## src/rtl/alu_fwd_hazard_ctrl.sv

```systemverilog
// ALU operand forwarding / load-use hazard controller with EX, MEM, WB shadow stages.
// Selects and ex_bubble register one clk after ID; pc/ifid hold is combinational; ext_stall freezes all state.
module alu_fwd_hazard_ctrl #(
    parameter int               REG_W    = 5,
    parameter logic [REG_W-1:0] ZERO_REG = '0
) (
    input  logic             clk,
    input  logic             reset,
    input  logic             id_valid,
    input  logic [REG_W-1:0] id_rs,
    input  logic [REG_W-1:0] id_rt,
    input  logic             id_use_rs,
    input  logic             id_use_rt,
    input  logic             id_alu_src,
    input  logic [REG_W-1:0] id_rd,
    input  logic             id_reg_write,
    input  logic             id_mem_read,
    input  logic             flush,
    input  logic             ext_stall,
    output logic             a_s,
    output logic             a_t,
    output logic             b_s,
    output logic             b_t,
    output logic             pc_hold,
    output logic             ifid_hold,
    output logic             ex_bubble
);

    typedef struct packed {
        logic             valid;
        logic [REG_W-1:0] rd;
        logic             reg_write;
        logic             mem_read;
    } stage_t;

    localparam logic [1:0] SEL_RF    = 2'b00;
    localparam logic [1:0] SEL_EXMEM = 2'b01;
    localparam logic [1:0] SEL_MEMWB = 2'b10;
    localparam logic [1:0] SEL_IMM   = 2'b11;

    stage_t     ex_q, mem_q, wb_q, id_stage;
    logic [1:0] sel_a_q, sel_b_q, sel_a_d, sel_b_d;
    logic       ex_bubble_q;
    logic       ex_prod, mem_prod, hazard;
    logic       unused_wb;

    assign ex_prod  = ex_q.valid  && ex_q.reg_write  && (ex_q.rd  != ZERO_REG);
    assign mem_prod = mem_q.valid && mem_q.reg_write && (mem_q.rd != ZERO_REG);

    assign hazard = ex_prod && ex_q.mem_read && id_valid &&
                    ((id_use_rs && (ex_q.rd == id_rs)) ||
                     (id_use_rt && !id_alu_src && (ex_q.rd == id_rt)));

    assign pc_hold   = (hazard && !flush) || ext_stall;
    assign ifid_hold = (hazard && !flush) || ext_stall;

    assign id_stage = '{valid: id_valid, rd: id_rd, reg_write: id_reg_write, mem_read: id_mem_read};

    // EX producer is the youngest, so it is checked before MEM
    always_comb begin
        sel_a_d = SEL_RF;
        sel_b_d = SEL_RF;
        if (id_use_rs) begin
            if (ex_prod && (ex_q.rd == id_rs))
                sel_a_d = SEL_EXMEM;
            else if (mem_prod && (mem_q.rd == id_rs))
                sel_a_d = SEL_MEMWB;
        end
        if (id_alu_src) begin
            sel_b_d = SEL_IMM;
        end else if (id_use_rt) begin
            if (ex_prod && (ex_q.rd == id_rt))
                sel_b_d = SEL_EXMEM;
            else if (mem_prod && (mem_q.rd == id_rt))
                sel_b_d = SEL_MEMWB;
        end
    end

    always_ff @(posedge clk or posedge reset) begin
        if (reset) begin
            ex_q        <= '0;
            mem_q       <= '0;
            wb_q        <= '0;
            sel_a_q     <= SEL_RF;
            sel_b_q     <= SEL_RF;
            ex_bubble_q <= 1'b0;
        end else if (!ext_stall) begin
            wb_q  <= mem_q;
            mem_q <= ex_q;
            if (flush) begin
                ex_q        <= '0;
                sel_a_q     <= SEL_RF;
                sel_b_q     <= SEL_RF;
                ex_bubble_q <= 1'b0;
            end else if (hazard) begin
                ex_q        <= '0;
                sel_a_q     <= SEL_RF;
                sel_b_q     <= SEL_RF;
                ex_bubble_q <= 1'b1;
            end else begin
                ex_q        <= id_stage;
                sel_a_q     <= sel_a_d;
                sel_b_q     <= sel_b_d;
                ex_bubble_q <= 1'b0;
            end
        end
    end

    // WB is shadowed but never forwarded: the register file writes before it is read
    assign unused_wb = ^wb_q;

    assign a_s       = sel_a_q[1];
    assign a_t       = sel_a_q[0];
    assign b_s       = sel_b_q[1];
    assign b_t       = sel_b_q[0];
    assign ex_bubble = ex_bubble_q;

endmodule

```

## config.mk

```make
export PLATFORM = sky130hd
export DESIGN_NAME = alu_fwd_hazard_ctrl
export DESIGN_NICKNAME = d
export VERILOG_FILES = /design/src/rtl/alu_fwd_hazard_ctrl.sv
export SDC_FILE = /design/constraint.sdc
export NUM_CORES = 1
export LEC_CHECK = 0
export ABC_AREA = 1
export CAP_MARGIN = 10
export CORE_MARGIN = 3
export CORE_UTILIZATION = 48
export CTS_CLUSTER_SIZE = 28
export DETAILED_ROUTE_END_ITERATION = 8
export MAX_ROUTING_LAYER = met4
export PLACE_DENSITY = 0.88
export SYNTH_ARGS = -nofsm -noshare
export SYNTH_HDL_FRONTEND = slang
export SYNTH_SLANG_ARGS = --single-unit
```

## constraint.sdc

```tcl
create_clock -name clk -period 2.2 [get_ports clk]
set_input_delay 0.55 -clock clk [delete_from_list [all_inputs] [get_ports clk]]
set_output_delay 0.55 -clock clk [all_outputs]
set_load 0.01 [all_outputs]
```

==> run_results.csv <==
group,metric,value,unit
setup_path,startpoint_type,"flip-flop",
yosys,syn_nets,219,
yosys,synth_seq_cells,20,
clocking,insertion_delay,310,ps
yosys,synth_top_area_frac,0.396,
yosys,yosys.cell_count.top_type,"nand2_1",
drt,viasPerCell,4.90,
timing,max_freq,440,MHz
setup_path,reg2reg_slack,430,ps
setup_path,cp.required,1650,ps
global_routing,grt_util_all_layers,0.215,
yosys,synth.yosys.seq_area_share,0.396,
global_routing,grt_pass1_vias,1330,
timing,tightest_slew,259,ps
yosys,netlist_top_cells_count,"nand2_1, inv_1, dfrtp_1",
power_and_ir_drop,p_total,954,µW
drt,vias,1361,
global_routing,grt_antenna_before_repair,0,
yosys,synth_fa_ha_area_frac,0,
yosys,muxShareOfSynthArea,0,
timing,finalHoldViolations,0,
cells_and_area,drive_above_1_share,0.200,
timing,slew_viol_final,0,
clocking,cts_buffers,3,
clocking,clk_pin_slew,120,ps
drt,remaining_drc_errors,0,
yosys,avgSynthCellArea,6.51,µm²
drt,wirelength,3.25,mm
yosys,synth.distinct_cells,20,
cells_and_area,antenna_cells,0,
cells_and_area,fill_cells,185,
die,ios,32,
yosys,syn_inst,194,
clocking,h-tree-depth,1,
drt,wl_per_cell,11.7,µm
timing,max_slew_margin,0.828,
yosys,synth-edff-count,0,
outcome,run_status,"complete, but fails checks",
yosys,ys_warn_count,0,
drt,first_iter_violations,48,
yosys,synth_async_sr_flop_share,1.00,
timing,fin_skew,6.26,ps
die,std_cell_rows,17,
place,routabilityCongestion,0.931,
timing,setup_viol,2,
setup_path,cp_max_fo,5,
setup_path,cp.arrival,1720,ps
global_routing,grt_pass1_wl,5.42,mm
yosys,syn_area,0.00126,mm²
yosys,synth_top_family_by_area,"simple AND/OR/NAND/NOR gates",
place,place_ws,-798,ps
clocking,clkSinkCount,20,
timing,fin_crit_sh,1.03,
timing,final.setup.worst_slack,-72.3,ps
timing,period_needed,2270,ps
yosys,synth-compound-area-share,0.0356,
cells_and_area,fin_nets,276,
die,initial_utilization,0.535,
power_and_ir_drop,p_leak,0.00101,µW
outcome,violations,"setup timing",
die,die_area,0.00328,mm²
setup_path,path_class,"flip-flop to output pin",
yosys,synth.area.top_cells,"dfrtp_1, nand2_1, inv_1",
global_routing,grt_max_degree,27,
timing,rsz0062_at_grt,"yes",
hold_path,hold_path_class,"flip-flop to flip-flop",
power_and_ir_drop,p_per_area,524,mW/mm²
die,coreArea,0.00236,mm²
drt,dr.pass1.iters,4,
clocking,cts_tree,"done",
die,die_w,57.3,µm
flow_run,maxCapViolCount,0,
global_routing,grt.overflow.total,0,
drt,ant_nets,0,
clocking,hold_buffers,0,
clocking,cts_buffer_depth,2,
die,dieHeight,57.3,µm
place,hpwlAfterDp,2.30,mm
cells_and_area,area_growth_syn_to_layout,44.1,%
yosys,synth-xor-area-share,0.0485,
place,io_buffers,31,
setup_path,worstSetupEndpointType,"output pin",
power_and_ir_drop,vdd_drop_max,0.000492,V
yosys,yosys.area_share.simple,0.412,
clocking,cts_root_buf,"clkbuf_4",
yosys,yosys.area.top_type,"dfrtp_1",
yosys,synth_ff_type,"dfrtp_1",
==> area by class of cell <==
| class | instances | area (µm²) | area share |
|---|---|---|---|
| inverter | 26 | 97.6 | 0.0536 |
| multi-input combinational | 142 | 643 | 0.353 |
| clock buffer | 3 | 22.5 | 0.0124 |
| sequential | 20 | 505 | 0.278 |
| timing repair buffer | 58 | 487 | 0.267 |
| clock inverter | 1 | 30.0 | 0.0165 |
| tap | 28 | 35.0 | 0.0192 |
==> routing by layer <==
metal / global-route usage / vias to the layer above / share of wire
met5: - / - / 0
met4: 0.0993 / 0 / 0.028
met3: 0.0294 / 11 / 0.073
met2: 0.362 / 51 / 0.46
met1: 0.254 / 598 / 0.43
li1: - / 701 / -
==> critical path, cell delays in order (launching register included) <==
cell	delay, ps
dfrtp_2	440
inv_2	80
nand2_1	60
nand2_1	50
nor2_2	150
nand4_1	130
nand2_2	130
nand2_2	80
o21ai_2	140
buf_2	150
==> power by group <==
part / leakage, µW / internal, µW / total (µW) / switching, µW
sequential: 0.000259 / 395 / 427 / 32.4
clock: 0.0000279 / 184 / 306 / 121
combinational: 0.000720 / 113 / 221 / 108
total: 0.00101 / 692 / 954 / 262
==> cells in the final DEF, fill, tap and decap left out, types with 2 or more instances in the layout <==
cell type        instances
clkdlybuf4s15_1          2
buf_2                    2
nor2_1                  15
inv_2                    5
nand4_1                  4
nand2_2                  2
xnor2_1                  2
dfrtp_2                  4
clkdlybuf4s50_1         17
inv_1                   21
o21ai_0                  6
xor2_1                   4
dfrtp_1                 16
nor2_2                   2
a21oi_1                  2
buf_4                   27
clkbuf_4                 3
dlygate4sd2_1            9
nand2_1                 83
nand3_1                 17
==> state kept, by name (all words and copies together) (netlist names) <==
name,flops
ex_q,8
mem_q,7
sel_a_q,2
sel_b_q,2
ex_bubble,1
==> worst paths after layout <==
path / from / end / cells after the start
max in group asynchronous: reset / ex_q[5] / 3
setup / recovery: ex_q[5] / ifid_hold / 9
hold reg to reg: sel_b_q[1] / sel_b_q[1] / 2
min in group asynchronous: reset / ex_q[3] / 3
setup reg to reg: ex_q[5] / sel_b_q[1] / 12
hold / removal: sel_b_q[1] / sel_b_q[1] / 2
==> per-stage QoR <==
stage	std cells	TNS, ps	hold slack [ps]	instance area [µm²]	utilization
after floorplan	194	0	449	1260	-
after global placement	261	-1470	464	1680	0.710
after detailed placement	261	-1590	470	1680	0.710
after CTS	275	-77.8	501	1800	0.762
after global routing	278	-405	531	1820	0.771
final	278	-142	493	1820	0.771
==> cell families (layout without fill, tap and decap cells) <==
group | after synthesis | after routing
and+or+nand+nor | 126 | 126
buffers and inverters | 32 | 88
DFF | 20 | 20
AOI/OAI and AO/OA | 9 | 9
xor gates and xnor gates | 7 | 7
==> what timing repair did <==
| action | in CTS | in global routing |
|---|---|---|
| pin swaps | 8 | 8 |
| buffers inserted | 10 | 3 |
| setup endpoints to repair | 2 | 3 |
| resized for setup | 30 | 5 |
No activity file was read; power rests on OpenSTA's default activity.
